==> src/rtl/minimac3_pkg.sv <==
// Shared types and constants for the minimac3 receive engine.
package minimac3_pkg;

  typedef enum logic [2:0] {
    IDLE      = 3'd0,
    LOAD_LO   = 3'd1,
    LOAD_HI   = 3'd2,
    TERMINATE = 3'd3,
    DROP      = 3'd4
  } state_t;

  // Legal PHY data widths: MII nibbles or GMII bytes.
  localparam int unsigned PHY_W_MII  = 4;
  localparam int unsigned PHY_W_GMII = 8;

  // CRC-32 (IEEE 802.3), processed LSB first with the reflected polynomial.
  localparam logic [31:0] CRC_POLY_REFL = 32'hEDB88320;
  localparam logic [31:0] CRC_INIT      = 32'hFFFFFFFF;
  localparam logic [31:0] CRC_RESIDUE   = 32'hC704DD7B;
  // Same residue as seen in a shift-right register (bit-reversed).
  localparam logic [31:0] CRC_RESIDUE_REFL = 32'hDEBB20E3;

  function automatic logic [31:0] crc32_byte(input logic [31:0] crc, input logic [7:0] dat);
    logic [31:0] c;
    c = crc;
    for (int i = 0; i < 8; i++) begin
      if (c[0] ^ dat[i]) c = (c >> 1) ^ CRC_POLY_REFL;
      else               c = c >> 1;
    end
    return c;
  endfunction

endpackage

==> src/rtl/minimac3_rx_crc.sv <==
// Byte-wide CRC-32 checker; ok_c reports the residue including the byte presented this cycle.
module minimac3_rx_crc
  import minimac3_pkg::*;
(
  input  logic       clk,
  input  logic       rst_n,
  input  logic       init,
  input  logic       en,
  input  logic [7:0] dat,
  output logic       ok_c
);

  logic [31:0] crc_q;
  logic [31:0] crc_d;

  always_comb begin
    crc_d = crc_q;
    if (init)    crc_d = CRC_INIT;
    else if (en) crc_d = crc32_byte(crc_q, dat);
  end

  assign ok_c = (crc_d == CRC_RESIDUE_REFL);

  always_ff @(posedge clk) begin
    if (!rst_n) crc_q <= CRC_INIT;
    else        crc_q <= crc_d;
  end

endmodule

==> src/rtl/minimac3_rx.sv <==
// Ethernet receive engine: PHY symbols -> bytes -> host-released slot buffers.
// Define MINIMAC3_RX_CRC_EN to flag frames whose CRC-32 residue is wrong.
module minimac3_rx
  import minimac3_pkg::*;
#(
  parameter int unsigned NSLOTS  = 2,
  parameter int unsigned SLOT_AW = 11,
  parameter int unsigned PHY_W   = 4
) (
  input  logic                        phy_rx_clk,
  input  logic                        phy_rx_rst_n,
  input  logic [NSLOTS-1:0]           rx_ready,
  output logic [NSLOTS-1:0]           rx_done,
  output logic [NSLOTS-1:0]           rx_err,
  output logic [NSLOTS*SLOT_AW-1:0]   rx_count,
  output logic [7:0]                  rxb_dat,
  output logic [SLOT_AW-1:0]          rxb_adr,
  output logic [NSLOTS-1:0]           rxb_we,
  output logic [15:0]                 drop_count,
  input  logic                        phy_dv,
  input  logic [PHY_W-1:0]            phy_rx_data,
  input  logic                        phy_rx_er
);

  localparam int unsigned SLOT_IW = (NSLOTS > 1) ? $clog2(NSLOTS) : 1;
  localparam bit          MII     = (PHY_W == PHY_W_MII);
  localparam logic [SLOT_AW-1:0] CNT_MAX = '1;

  state_t              state_q, state_d;
  logic [SLOT_IW-1:0]  slot_q, slot_d;
  logic [NSLOTS-1:0]   avail_q;
  logic [SLOT_AW-1:0]  cnt_d;
  logic [3:0]          lo_q, lo_d;
  logic                err_q, err_d;
  logic [7:0]          dat_d;
  logic [15:0]         drop_q, drop_d;
  logic [NSLOTS-1:0]   we_d, done_d, rerr_d;
  logic                start, cnt_upd, crc_bad_c;

  function automatic logic [SLOT_IW-1:0] lowest(input logic [NSLOTS-1:0] m);
    logic [SLOT_IW-1:0] idx;
    idx = '0;
    for (int i = NSLOTS - 1; i >= 0; i--) begin
      if (m[i]) idx = SLOT_IW'(i);
    end
    return idx;
  endfunction

`ifdef MINIMAC3_RX_CRC_EN
  logic crc_ok_c;

  minimac3_rx_crc u_crc (
    .clk   (phy_rx_clk),
    .rst_n (phy_rx_rst_n),
    .init  (start),
    .en    (|rxb_we),
    .dat   (rxb_dat),
    .ok_c  (crc_ok_c)
  );

  assign crc_bad_c = ~crc_ok_c;
`else
  assign crc_bad_c = 1'b0;
`endif

  assign drop_count = drop_q;

  // Next-state and next-output logic; rxb_adr doubles as the running byte count.
  always_comb begin
    state_d = state_q;
    slot_d  = slot_q;
    cnt_d   = rxb_adr;
    lo_d    = lo_q;
    err_d   = err_q;
    dat_d   = rxb_dat;
    drop_d  = drop_q;
    start   = 1'b0;
    cnt_upd = 1'b0;

    case (state_q)
      IDLE: begin
        slot_d = lowest(avail_q);
        if (phy_dv) begin
          if (avail_q != '0) begin
            start   = 1'b1;
            cnt_upd = 1'b1;
            cnt_d   = '0;
            err_d   = 1'b0;
            if (MII) begin
              lo_d    = 4'(phy_rx_data);
              state_d = LOAD_HI;
            end else begin
              dat_d   = 8'(phy_rx_data);
              state_d = LOAD_LO;
            end
          end else begin
            state_d = DROP;
          end
        end
      end
      LOAD_HI: begin
        if (phy_dv) begin
          dat_d   = 8'({phy_rx_data, lo_q});
          state_d = LOAD_LO;
          if (phy_rx_er) err_d = 1'b1;
        end else begin
          state_d = TERMINATE;
        end
      end
      LOAD_LO: begin
        cnt_upd = 1'b1;
        // A full slot keeps its last count; the rest of the frame is discarded.
        if (rxb_adr == CNT_MAX) err_d = 1'b1;
        else                    cnt_d = rxb_adr + SLOT_AW'(1);
        if (phy_dv) begin
          if (phy_rx_er) err_d = 1'b1;
          if (MII) begin
            lo_d    = 4'(phy_rx_data);
            state_d = LOAD_HI;
          end else begin
            dat_d   = 8'(phy_rx_data);
          end
        end else begin
          state_d = TERMINATE;
        end
      end
      TERMINATE: state_d = IDLE;
      DROP: begin
        if (!phy_dv) begin
          state_d = IDLE;
          if (drop_q != 16'hFFFF) drop_d = drop_q + 16'd1;
        end
      end
      default: state_d = IDLE;
    endcase

    if (state_d == TERMINATE && crc_bad_c) err_d = 1'b1;

    we_d   = (state_d == LOAD_LO && cnt_d != CNT_MAX) ? (NSLOTS'(1) << slot_d) : '0;
    done_d = (state_d == TERMINATE) ? (NSLOTS'(1) << slot_d) : '0;
    rerr_d = err_d ? done_d : '0;
  end

  always_ff @(posedge phy_rx_clk) begin
    if (!phy_rx_rst_n) begin
      state_q  <= IDLE;
      slot_q   <= '0;
      avail_q  <= '0;
      lo_q     <= '0;
      err_q    <= 1'b0;
      drop_q   <= '0;
      rx_done  <= '0;
      rx_err   <= '0;
      rx_count <= '0;
      rxb_dat  <= '0;
      rxb_adr  <= '0;
      rxb_we   <= '0;
    end else begin
      state_q <= state_d;
      slot_q  <= slot_d;
      avail_q <= (avail_q | rx_ready) & ~rx_done;
      lo_q    <= lo_d;
      err_q   <= err_d;
      drop_q  <= drop_d;
      rx_done <= done_d;
      rx_err  <= rerr_d;
      rxb_dat <= dat_d;
      rxb_adr <= cnt_d;
      rxb_we  <= we_d;
      if (cnt_upd) rx_count[int'(slot_d) * SLOT_AW +: SLOT_AW] <= cnt_d;
    end
  end

endmodule

==> config.mk <==
export PLATFORM = sky130hd
export DESIGN_NAME = minimac3_rx
export DESIGN_NICKNAME = d
export VERILOG_FILES = /design/src/rtl/minimac3_pkg.sv /design/src/rtl/minimac3_rx_crc.sv /design/src/rtl/minimac3_rx.sv
export SDC_FILE = /design/constraint.sdc
export NUM_CORES = 1
export LEC_CHECK = 0
export CAP_MARGIN = 15
export CORE_MARGIN = 3
export CORE_UTILIZATION = 52
export CTS_BUF_LIST = sky130_fd_sc_hd__clkbuf_2 sky130_fd_sc_hd__clkbuf_4 sky130_fd_sc_hd__clkbuf_8
export DETAILED_ROUTE_END_ITERATION = 12
export GPL_TIMING_DRIVEN = 1
export PLACE_DENSITY_LB_ADDON = 0.12
export SETUP_SLACK_MARGIN = 0.3
export SYNTH_ARGS = -nofsm -noshare
export SYNTH_HDL_FRONTEND = slang
export SYNTH_SLANG_ARGS = --single-unit
==> constraint.sdc <==
create_clock -name phy_rx_clk -period 2.2 [get_ports phy_rx_clk]
set_input_delay 0.22 -clock phy_rx_clk [delete_from_list [all_inputs] [get_ports phy_rx_clk]]
set_output_delay 0.22 -clock phy_rx_clk [all_outputs]
set_load 0.005 [all_outputs]
==> load_flow_metrics.sql, run 1 <==
INSERT INTO impl_metrics (metric_group, metric, value, unit) VALUES
('status', 'result_of_the_run', 'finished, final reports clean', ''),
('layout', 'antenna-diode-count', '0', ''),
('pwr', 'p_total', '2850', 'uW'),
('worst_setup_path', 'reg2reg_to', 'rxb_we[1]$_SDFF_PN0_', ''),
('sta', 'number_of_slew_limit_violations_in_the_final_report', '0', ''),
('sta', 'post-route-min-period', '1.96', 'ns'),
('layout', 'finish.instance_area', '4630', 'um2'),
('sta', 'finalCritPeriodShare', '89.1', '%'),
('worst_hold_path', 'min_delay_path_depth', '1', ''),
('layout', 'syn_to_final_growth', '44.7', '%'),
('detailed_routing', 'route.final.wire_length', '9060', 'um'),
('clock_tree', 'tritoncts', 'built', ''),
('worst_setup_path', 'ff2ff_setup_slack', '0.24', 'ns'),
('logic_synthesis', 'ys_types', '55', ''),
('detailed_routing', 'drt-initial-drc-count', '217', ''),
('clock_tree', 'cts_max_level', '3', ''),
('clock_tree', 'cts.hold.buffers_added', '0', ''),
('worst_setup_path', 'crit_arrival', '2.19', 'ns'),
('global_routing', 'grt_pass1_vias', '2919', ''),
('detailed_routing', 'post_drt_wl_per_cell', '16.5', 'um'),
('detailed_routing', 'vias_per_cell', '5.76', ''),
('worst_setup_path', 'critical_path.startpoint_type', 'flop', ''),
('logic_synthesis', 'synth.net_count', '375', ''),
('detailed_routing', 'detailedRoute.firstPassIterationCount', '4', ''),
('sta', 'skew', '0.00623', 'ns'),
('pwr', 'worst_ir_drop_vdd', '0.477', 'mV'),
('worst_setup_path', 'worst-setup-path-type', 'flop to flop', ''),
('logic_synthesis', 'postSynthAreaPerCell', '8.82', 'um2'),
('global_routing', 'grt_antenna_before_repair', '0', ''),
('clock_tree', 'cts_inserted_buffers', '9', ''),
('worst_setup_path', 'rr_startpoint', 'state_q[2]$_SDFF_PN0_', ''),
('global_routing', 'global_route.usage.total', '24.2', '%'),
('placed_design', 'gp_congestion', '0.919', ''),
('detailed_routing', 'wl_met2', '4370', 'um'),
('die', 'io-pin-count', '73', ''),
('layout', 'final_core_util', '80.7', '%'),
('layout', 'final_layout_size_suffix_gt1_share', '21.2', '%'),
('worst_setup_path', 'reg2reg_depth', '6', ''),
('detailed_routing', 'detailroute.wirelength.met3', '600', 'um'),
('layout', 'final_nets', '484', ''),
('worst_setup_path', 'crit_required', '2.43', 'ns'),
('worst_hold_path', 'hold-path-endpoint', 'avail_q[1]$_SDFF_PN0_', ''),
('pwr', 'power_per_cell_area', '615', 'nW/um2'),
('detailed_routing', 'route.top_layer_used', 'met4', ''),
('clock_tree', 'numClockSinks', '74', ''),
('sta', 'max_freq', '510', 'MHz'),
('logic_synthesis', 'postSynth.asyncResetShare', '0', '%'),
('detailed_routing', 'drtAntennaViolNets', '0', ''),
('sta', 'relSlewSlack', '74.4', '%'),
('sta', 'fin_setup_tns', '0', 'ns'),
('global_routing', 'globalRoute.totalOverflow', '0', ''),
('logic_synthesis', 'synth-seq-area-share', '46.3', '%'),
('logic_synthesis', 'synth_seq_cells', '74', ''),
('logic_synthesis', 'netlist_instances', '363', ''),
('pwr', 'leakagePower', '0.00159', 'uW'),
('sta', 'timing_hold_violations_final', '0', ''),
('global_routing', 'grt_start_max_net_pins', '63', ''),
('clock_tree', 'insertion_delay', '0.35', 'ns'),
('logic_synthesis', 'netlist_area', '3200', 'um2'),
('die', 'dieArea', '7130', 'um2'),
('detailed_routing', 'route.vias.total', '3162', ''),
('clock_tree', 'worst_setup_hold_path_clk_slew', '0.07', 'ns'),
('die', 'placementRows', '27', ''),
('run', 'max_cap_violations', '0', ''),
('layout', 'filler_cell_count', '401', ''),
('clock_tree', 'cts.root.buffer_cell', 'sky130_fd_sc_hd__clkbuf_8', ''),
('die', 'initial_utilization', '55.7', '%'),
('detailed_routing', 'drc', '0', ''),
('placed_design', 'dp.final_hpwl', '5800', 'um'),
('worst_setup_path', 'critPathCaptureType', 'flop', ''),
('die', 'core-area', '5740', 'um2');
-- cell usage in the layout, fill, tap and decap left out, types with 6 or more instances in the layout --
master and count:
sky130_fd_sc_hd__and2_1 9, sky130_fd_sc_hd__o21ai_0 12, sky130_fd_sc_hd__a21oi_1 24, sky130_fd_sc_hd__mux2i_1 8, sky130_fd_sc_hd__xnor2_1 6, sky130_fd_sc_hd__buf_4 35
sky130_fd_sc_hd__a211oi_1 17, sky130_fd_sc_hd__nor2_1 53, sky130_fd_sc_hd__nand4_1 6, sky130_fd_sc_hd__or3_1 7, sky130_fd_sc_hd__nor3_1 7, sky130_fd_sc_hd__nand3_1 10
sky130_fd_sc_hd__nand2_1 37, sky130_fd_sc_hd__clkdlybuf4s50_1 72, sky130_fd_sc_hd__clkbuf_8 11, sky130_fd_sc_hd__dfxtp_1 66
-- sequential cells by signal, indices dropped and copies added, names as in the netlist, 3 cells and up --
register / count
rx_count: 22
state_q: 3
lo_q: 4
drop_count: 16
rxb_dat: 8
rxb_adr: 11
-- how the worst max path moves through the flow --
stage / startpoint / end / cells after the start
after global routing: rxb_adr[6]$_SDFF_PN0_ / rxb_we[1]$_SDFF_PN0_ / 6
after global placement: phy_dv / drop_count[13]$_SDFFE_PN0P_ / 6
after floorplan: state_q[0]$_SDFF_PN0_ / rx_count[8]$_SDFFE_PN0P_ / 7
final: state_q[2]$_SDFF_PN0_ / rxb_we[1]$_SDFF_PN0_ / 6
after CTS: state_q[2]$_SDFF_PN0_ / rxb_we[0]$_SDFF_PN0_ / 6
after detailed placement: phy_dv / drop_count[13]$_SDFFE_PN0P_ / 6
-- per-layer routing --
layer  GRT usage (%)  vias up
met5               0        -
met4            7.19        0
met3            7.16       27
met2            38.9      119
met1            31.7     1492
li1                -     1524
-- power by group --
group          switching [uW]  internal, uW
Sequential               35.2          1390
Combinational             209           213
Clock                     503           499
Total                     747          2100
-- cells in the mapped netlist, drive strengths merged, types with 2 or more instances --
master	n	area, um2
xor2	3	26.3
o21a	3	22.5
o211ai	3	22.5
a31oi	3	33.8
and4	5	46.3
and2	10	62.6
or3b	2	20.0
o2111ai	3	26.3
buf	7	52.5
nand2	38	143
dfxtp	74	1480
nand3	12	60.1
ha	2	25.0
o21ai	13	65.1
mux2i	8	80.1
nor2	58	230
a211oi	20	160
o31ai	2	15.0
nor2b	4	25.0
nor3	11	60.1
a21oi	24	120
and3	6	37.5
nand2b	2	12.5
clkbuf	7	26.3
nand4	6	37.5
inv	5	18.8
mux2	4	48.8
nor4	2	12.5
or3	7	43.8
xnor2	6	52.6
-- final cells by class --
| cell class | count | area (um2) | share of cell area, % |
|---|---|---|---|
| Timing Repair Buffer | 111 | 1050 | 22.6 |
| Clock buffer | 13 | 166 | 3.59 |
| Sequential cell | 74 | 1500 | 32.4 |
| Inverter | 5 | 18.8 | 0.405 |
| Clock inverter | 3 | 23.8 | 0.513 |
| Tap cell | 72 | 90.1 | 1.94 |
| Multi-Input combinational cell | 271 | 1790 | 38.5 |
-- critical path: stages, from the launching register on --
cell and delay, ns:
sky130_fd_sc_hd__dfxtp_4 0.38, sky130_fd_sc_hd__or3b_4 0.43, sky130_fd_sc_hd__buf_6 0.15, sky130_fd_sc_hd__a211oi_4 0.17
sky130_fd_sc_hd__o211ai_1 0.18, sky130_fd_sc_hd__a2111oi_4 0.42, sky130_fd_sc_hd__nor3_1 0.10
-- through the flow --
step / cells / setup slack [ns] / hold slack [ns]
6_report: 549 / 0.239 / 0.432
5_1_grt: 549 / 0.169 / 0.443
4_1_cts: 537 / 0.292 / 0.425
3_5_place_dp: 513 / 0.0219 / 0.416
3_3_place_gp: 513 / 0.109 / 0.420
2_1_floorplan: 363 / 0.309 / 0.337
-- what timing repair did --
item	4_1_cts	5_1_grt
gates resized for setup	17	18
setup buffers	8	11
cloned	0	1
pin swaps	5	10
setup endpoints to repair	23	23
-- kinds of logic (layout without fill, tap and decap cells) --
logic type               after synthesis  count (layout)  synth area share, %
AO/OA/AOI/OAI                         81              81                 17.4
XOR/XNOR                               9               9                 2.46
adder cells (fa/ha/maj)                2               2                0.782
buffers and inverters                 19             132                 3.05
flip-flops                            74              74                 46.3
multiplexers                          12              12                 4.03
AND/OR/NAND/NOR                      166             167                 26.0
(Power assumes the default switching activity.)
==> run 2: changes to the inputs <==
PLACE_DENSITY = 0.82   (was default)
PLACE_DENSITY_LB_ADDON = default   (was 0.12)
==> run 2 against run 1 <==
Compared with the run above:
- global-route usage shrank 0.056 points
- cell count increased by 0.55%
- setup slack better by 0.043 ns
- wire length rose by 0.52%
- clock power is 16% higher
- total power increased by 6.1%
- first-iteration DRC count up 44%
- flip-flop and latch count did not move
- sequential share of layout area fell by 0.66 points
==> load_flow_metrics.sql, run 2 (synthesis gave the netlist of run 1 again) <==
INSERT INTO impl_metrics (metric_group, metric, value, unit) VALUES
('status', 'result_of_the_run', 'finished, final reports clean', ''),
('sta', 'number_of_slew_limit_violations_in_the_final_report', '0', ''),
('layout', 'final_layout_size_suffix_gt1_share', '22.5', '%'),
('worst_setup_path', 'critPathCaptureType', 'flop', ''),
('placed_design', 'gp_congestion', '0.906', ''),
('placed_design', 'dpl_worst_slack', '0.0617', 'ns'),
('sta', 'setup_viol', '0', ''),
('global_routing', 'grt_pass1_vias', '2951', ''),
('global_routing', 'globalRoute.totalOverflow', '0', ''),
('worst_setup_path', 'worst-setup-path-type', 'flop to flop', ''),
('sta', 'timing_hold_violations_final', '0', ''),
('die', 'core-area', '5740', 'um2'),
('sta', 'relSlewSlack', '67.5', '%'),
('layout', 'layout_commonest_cell', 'sky130_fd_sc_hd__clkdlybuf4s50_1', ''),
('pwr', 'leakagePower', '0.00163', 'uW'),
('worst_setup_path', 'critPathSlowestCell', 'sky130_fd_sc_hd__dfxtp_4', ''),
('detailed_routing', 'drc', '0', ''),
('placed_design', 'portBuffers', '72', ''),
('clock_tree', 'numClockSinks', '74', ''),
('sta', 'max_slew.worst_pin.slew', '0.487', 'ns'),
('pwr', 'power_per_cell_area', '640', 'nW/um2'),
('sta', 'post-route-min-period', '1.92', 'ns'),
('clock_tree', 'worst_setup_hold_path_clk_slew', '0.07', 'ns'),
('worst_setup_path', 'critical_path.startpoint_type', 'flop', ''),
('worst_setup_path', 'crit_path_largest_cell_delay', '0.36', 'ns'),
('layout', 'filler_cell_count', '353', ''),
('layout', 'antenna-diode-count', '0', ''),
('worst_setup_path', 'crit_chain', 'buf_4 -> nand3_1 -> nor2_4 -> buf_4 -> a41oi_2 -> o211ai_1 -> a2111oi_4 -> nor3_1', ''),
('detailed_routing', 'route.final.wire_length', '9110', 'um'),
('layout', 'largest_register_ff_count', '22', ''),
('worst_setup_path', 'crit_family', 'compound AO/OA/AOI/OAI gates', ''),
('die', 'initial_utilization', '55.7', '%'),
('sta', 'rsz0062_at_grt', 'yes', ''),
('global_routing', 'grt_pass1_wl', '14100', 'um'),
('die', 'placementRows', '27', ''),
('sta', 'skew', '0.00916', 'ns'),
('run', 'max_cap_violations', '0', ''),
('worst_hold_path', 'hold_path_class', 'flop to flop', ''),
('layout', 'final_nets', '487', ''),
('sta', 'fin_setup_tns', '0', 'ns'),
('detailed_routing', 'detailedRoute.firstPassIterationCount', '5', ''),
('die', 'io-pin-count', '73', ''),
('worst_setup_path', 'cp_max_fo', '4', ''),
('layout', 'layout.cells.non_filler', '552', ''),
('die', 'dieArea', '7130', 'um2'),
('clock_tree', 'max-clock-path-buffers', '2', ''),
('clock_tree', 'tritoncts', 'built', ''),
('worst_setup_path', 'crit_cells', '8', ''),
('die', 'die_w', '84.5', 'um'),
('clock_tree', 'cts_inserted_buffers', '9', ''),
('clock_tree', 'insertion_delay', '0.34', 'ns'),
('worst_setup_path', 'critical_path_buf_inv_count', '2', ''),
('pwr', 'worst_ir_drop_vdd', '0.581', 'mV'),
('die', 'die-height', '84.5', 'um'),
('placed_design', 'dp.final_hpwl', '5750', 'um'),
('sta', 'max_freq', '521', 'MHz'),
('detailed_routing', 'post_drt_wl_per_cell', '16.5', 'um'),
('global_routing', 'grt_antenna_before_repair', '0', ''),
('detailed_routing', 'drtAntennaViolNets', '0', ''),
('detailed_routing', 'drt-initial-drc-count', '312', ''),
('global_routing', 'grt_start_max_net_pins', '39', ''),
('worst_hold_path', 'min_delay_path_depth', '1', ''),
('layout', 'top_library_cells_by_usage_in_the_layout_fill_and_taps_aside', '72 x sky130_fd_sc_hd__clkdlybuf4s50_1, 67 x sky130_fd_sc_hd__dfxtp_1, 53 x sky130_fd_sc_hd__nor2_1', ''),
('layout', 'registers.top_by_ff_count', 'rx_count', ''),
('layout', 'syn_to_final_growth', '47.6', '%'),
('worst_setup_path', 'ff2ff_setup_slack', '0.28', 'ns'),
('detailed_routing', 'vias_per_cell', '5.88', ''),
('sta', 'finalCritPeriodShare', '87.2', '%'),
('clock_tree', 'cts_max_level', '3', ''),
('worst_setup_path', 'worst_path_most_repeated_cell', 'sky130_fd_sc_hd__buf_4', ''),
('clock_tree', 'cts.root.buffer_cell', 'sky130_fd_sc_hd__clkbuf_8', ''),
('detailed_routing', 'route.vias.total', '3245', ''),
('global_routing', 'global_route.usage.total', '24.2', '%'),
('worst_setup_path', 'crit_required', '2.43', 'ns'),
('worst_setup_path', 'reg2reg_depth', '8', ''),
('sta', 'finalWorstSetupSlack', '0.282', 'ns'),
('worst_setup_path', 'crit_arrival', '2.14', 'ns'),
('placed_design', 'dp.cells', '514', '');
## run 2: stage by stage
step / cell area, um2 / utilization (%) / power, uW / hold WS (ns)
finish: 4720 / 82.3 / 3020 / 0.438
global route: 4720 / 82.3 / 3130 / 0.471
CTS: 4490 / 78.3 / 2990 / 0.438
detailed placement: 4160 / 72.4 / 1830 / 0.420
global placement: 4160 / 72.4 / 1820 / 0.420
floorplan: 3230 / - / 1660 / 0.337
## run 2: final cells by class
class,count,area [um2],share of cell area (%)
clock buffers,11,139,2.94
clock inverters,5,78.8,1.67
inverters,5,18.8,0.397
multi-input cells,271,1820,38.5
flip-flops and latches,74,1500,31.8
well taps,72,90.1,1.91
repair buffers,114,1080,22.8
## run 2: report_power, final
group,total [uW],switching [uW],internal [uW]
sequential,1420,33.6,1390
combinational,442,215,227
clock,1160,494,662
total,3020,742,2280
## run 2: repair_timing
item / in CTS / in global routing
gates resized for setup: 11 / 30
gates cloned: 0 / 1
hold buffers: 0 / 0
setup endpoints to repair: 13 / 26
pin swaps: 5 / 11
buffers inserted: 12 / 9
## run 2: path summary, 6_finish.rpt
path / start / endpoint
max: rxb_adr[1]$_SDFF_PN0_ / rxb_we[0]$_SDFF_PN0_
min: rx_done[1]$_SDFF_PN0_ / avail_q[1]$_SDFF_PN0_
max reg2reg: rxb_adr[1]$_SDFF_PN0_ / rxb_we[0]$_SDFF_PN0_
min reg2reg: rx_done[1]$_SDFF_PN0_ / avail_q[1]$_SDFF_PN0_
## run 2: worst reg2reg max path, delay by kind of cell (launching register included)
family	cells	cell delay [ns]
simple gates	3	0.43
compound gates	3	0.72
flops	1	0.36
buf+inv	2	0.29
## run 2: per-layer routing
| metal | global-route usage [%] | vias up | wire length (um) |
|---|---|---|---|
| met1 | 30.7 | 1561 | 3900 |
| met5 | 0 | - | 0 |
| met4 | 6.19 | 0 | 125 |
| met2 | 40.8 | 140 | 4480 |
| li1 | - | 1528 | - |
| met3 | 6.58 | 16 | 601 |
==> run 3: changes to the inputs <==
clock period = 2.1 ns   (was 2.2 ns; I/O delays follow)
==> run 3 against run 2 <==
Compared with the run above:
- clock-buffer cell count is the same
- wire length grew 5.4%
- fmax shrank 4.5%
- setup slack lost 0.19 ns
- cell count is the same
- critical path depth shrank 1
- die area is the same
- hold slack lost 0.019 ns
==> load_flow_metrics.sql, run 3 (synthesis gave the netlist of run 1 again) <==
INSERT INTO impl_metrics (metric_group, metric, value, unit) VALUES
('status', 'result_of_the_run', 'finished, final reports clean', ''),
('run', 'max_cap_violations', '0', ''),
('global_routing', 'grt_pass1_wl', '14900', 'um'),
('worst_hold_path', 'hold_path_class', 'input port to flop', ''),
('layout', 'syn_to_final_growth', '49.5', '%'),
('die', 'core-area', '5740', 'um2'),
('detailed_routing', 'vias_per_cell', '5.80', ''),
('clock_tree', 'worst_setup_hold_path_clk_slew', '0.08', 'ns'),
('die', 'initial_utilization', '55.7', '%'),
('die', 'placementRows', '27', ''),
('layout', 'filler_cell_count', '352', ''),
('worst_setup_path', 'crit_path_largest_cell_delay', '0.40', 'ns'),
('layout', 'final_nets', '487', ''),
('sta', 'timing_hold_violations_final', '0', ''),
('detailed_routing', 'post_drt_wl_per_cell', '17.4', 'um'),
('placed_design', 'dpl_worst_slack', '-0.0360', 'ns'),
('placed_design', 'dpl-instance-area', '4210', 'um2'),
('die', 'dieArea', '7130', 'um2'),
('worst_setup_path', 'startpoint', 'rxb_adr[1]$_SDFF_PN0_', ''),
('layout', 'layout.cells.non_filler', '552', ''),
('layout', 'registers.top_by_ff_count', 'rx_count', ''),
('pwr', 'leakagePower', '0.00166', 'uW'),
('worst_setup_path', 'crit_arrival', '2.23', 'ns'),
('global_routing', 'grt_pass1_vias', '3117', ''),
('pwr', 'worst_ir_drop_vdd', '0.519', 'mV'),
('layout', 'layout_commonest_cell', 'sky130_fd_sc_hd__clkdlybuf4s50_1', ''),
('detailed_routing', 'drt-initial-drc-count', '255', ''),
('worst_setup_path', 'critPathCaptureType', 'flop', ''),
('sta', 'setup_viol', '0', ''),
('sta', 'number_of_slew_limit_violations_in_the_final_report', '0', ''),
('detailed_routing', 'route.vias.total', '3203', ''),
('detailed_routing', 'route.final.wire_length', '9600', 'um'),
('layout', 'largest_register_ff_count', '22', ''),
('die', 'die-height', '84.5', 'um'),
('sta', 'post-route-min-period', '2.01', 'ns'),
('worst_setup_path', 'rr_startpoint', 'rxb_adr[1]$_SDFF_PN0_', ''),
('placed_design', 'dp.cells', '520', ''),
('layout', 'antenna-diode-count', '0', ''),
('worst_setup_path', 'crit_chain', 'ha_4 -> and3_4 -> nand3_1 -> nand2_2 -> mux2_4 -> a2111oi_4 -> nor3_1', ''),
('worst_setup_path', 'crit_required', '2.33', 'ns'),
('sta', 'timing.hold.ws', '0.419', 'ns'),
('die', 'io-pin-count', '73', ''),
('clock_tree', 'cts_max_level', '3', ''),
('detailed_routing', 'drtAntennaViolNets', '0', ''),
('layout', 'finish.instance_area', '4780', 'um2'),
('clock_tree', 'max-clock-path-buffers', '2', ''),
('worst_setup_path', 'endpoint_of_the_worst_setup_timing_path', 'rxb_we[1]$_SDFF_PN0_', ''),
('sta', 'skew', '0.0132', 'ns'),
('die', 'die_w', '84.5', 'um'),
('sta', 'max_slew.worst_pin.slew', '0.372', 'ns'),
('placed_design', 'dp.final_hpwl', '5800', 'um'),
('sta', 'max_freq', '498', 'MHz'),
('clock_tree', 'numClockSinks', '74', ''),
('pwr', 'power_per_cell_area', '684', 'nW/um2'),
('sta', 'finalWorstSetupSlack', '0.0905', 'ns'),
('worst_setup_path', 'ff2ff_setup_slack', '0.09', 'ns'),
('detailed_routing', 'detailedRoute.firstPassIterationCount', '4', ''),
('sta', 'fin_setup_tns', '0', 'ns'),
('placed_design', 'gp_congestion', '0.953', ''),
('sta', 'finalCritPeriodShare', '95.7', '%'),
('global_routing', 'grt_antenna_before_repair', '0', ''),
('sta', 'rsz0062_at_grt', 'yes', ''),
('placed_design', 'portBuffers', '72', ''),
('layout', 'final_layout_size_suffix_gt1_share', '24.2', '%'),
('clock_tree', 'cts_inserted_buffers', '9', ''),
('clock_tree', 'cts.root.buffer_cell', 'sky130_fd_sc_hd__clkbuf_8', ''),
('clock_tree', 'tritoncts', 'built', ''),
('worst_setup_path', 'cp_max_fo', '7', ''),
('worst_hold_path', 'worst_hold_startpoint', 'rx_ready[1]', ''),
('detailed_routing', 'drc', '0', ''),
('clock_tree', 'insertion_delay', '0.36', 'ns'),
('worst_setup_path', 'reg2reg_to', 'rxb_we[1]$_SDFF_PN0_', ''),
('worst_setup_path', 'reg2reg_depth', '7', ''),
('clock_tree', 'cts.hold.buffers_added', '0', ''),
('global_routing', 'global_route.usage.total', '26.0', '%'),
('global_routing', 'grt_start_max_net_pins', '59', ''),
('worst_setup_path', 'critPathSlowestCell', 'sky130_fd_sc_hd__dfxtp_4', ''),
('sta', 'relSlewSlack', '75.2', '%'),
('worst_setup_path', 'critical_path.startpoint_type', 'flop', ''),
('global_routing', 'globalRoute.totalOverflow', '0', ''),
('layout', 'top_library_cells_by_usage_in_the_layout_fill_and_taps_aside', '72 x sky130_fd_sc_hd__clkdlybuf4s50_1, 65 x sky130_fd_sc_hd__dfxtp_1, 51 x sky130_fd_sc_hd__nor2_1', ''),
('worst_setup_path', 'worst-setup-path-type', 'flop to flop', '');
==> run 3: cell types whose count changed in the layout (fill, tap and decap cells not counted), sizes merged <==
cell	change
clkinv	-2
clkinvlp	+1
inv	+1
==> run 3: final cells by class <==
class | count | area, um2 | share of cell area, %
multi-input combinational | 271 | 1850 | 38.7
sequential | 74 | 1500 | 31.4
timing repair buffer | 114 | 1080 | 22.7
clock buffer | 11 | 151 | 3.17
tap | 72 | 90.1 | 1.88
clock inverter | 5 | 85.1 | 1.78
inverter | 5 | 18.8 | 0.392
==> run 3: where the power goes <==
group | switching (uW) | internal, uW | leakage (uW) | total [uW]
clock | 548 | 740 | 0.000116 | 1290
sequential | 38.9 | 1460 | 0.000605 | 1500
combinational | 237 | 249 | 0.000943 | 486
total | 823 | 2450 | 0.00166 | 3270
==> run 3: layer usage <==
layer | routed length, um | GRT usage (%) | vias to the layer above | part of all wire, %
li1 | - | - | 1530 | -
met1 | 4010 | 33.3 | 1552 | 42
met2 | 4850 | 42.3 | 100 | 50
met3 | 522 | 4.81 | 21 | 5.4
met4 | 219 | 12.7 | 0 | 2.3
met5 | 0 | 0 | - | 0
==> run 3: critical path: cells and delay by family (launching register included) <==
kind	cells	cell delay (ns)
simple gates	4	0.63
flops	1	0.40
mux	1	0.35
compound gates	1	0.35
fa+ha+maj	1	0.18
==> run 3: how the worst min path moves through the flow <==
stage,cells past startpoint,slack (ns),end
after detailed placement,1,0.41,avail_q[1]$_SDFF_PN0_
final,3,0.42,avail_q[1]$_SDFF_PN0_
after global routing,3,0.44,avail_q[1]$_SDFF_PN0_
after global placement,1,0.42,avail_q[1]$_SDFF_PN0_
after CTS,3,0.42,avail_q[1]$_SDFF_PN0_
after floorplan,1,0.33,rxb_adr[9]$_SDFF_PN0_
==> run 3: timing repair <==
action	4_1_cts	5_1_grt
endpoints found under the setup margin	30	38
pin swaps	8	8
gates cloned	1	0
gates resized for setup	19	32
setup buffers	7	8
==> run 3: metrics by stage <==
stage / util (%) / power [uW]
floorplan: - / 1740
global placement: 73.3 / 1920
detailed placement: 73.3 / 1920
CTS: 80.0 / 3220
global route: 83.3 / 3390
finish: 83.3 / 3270
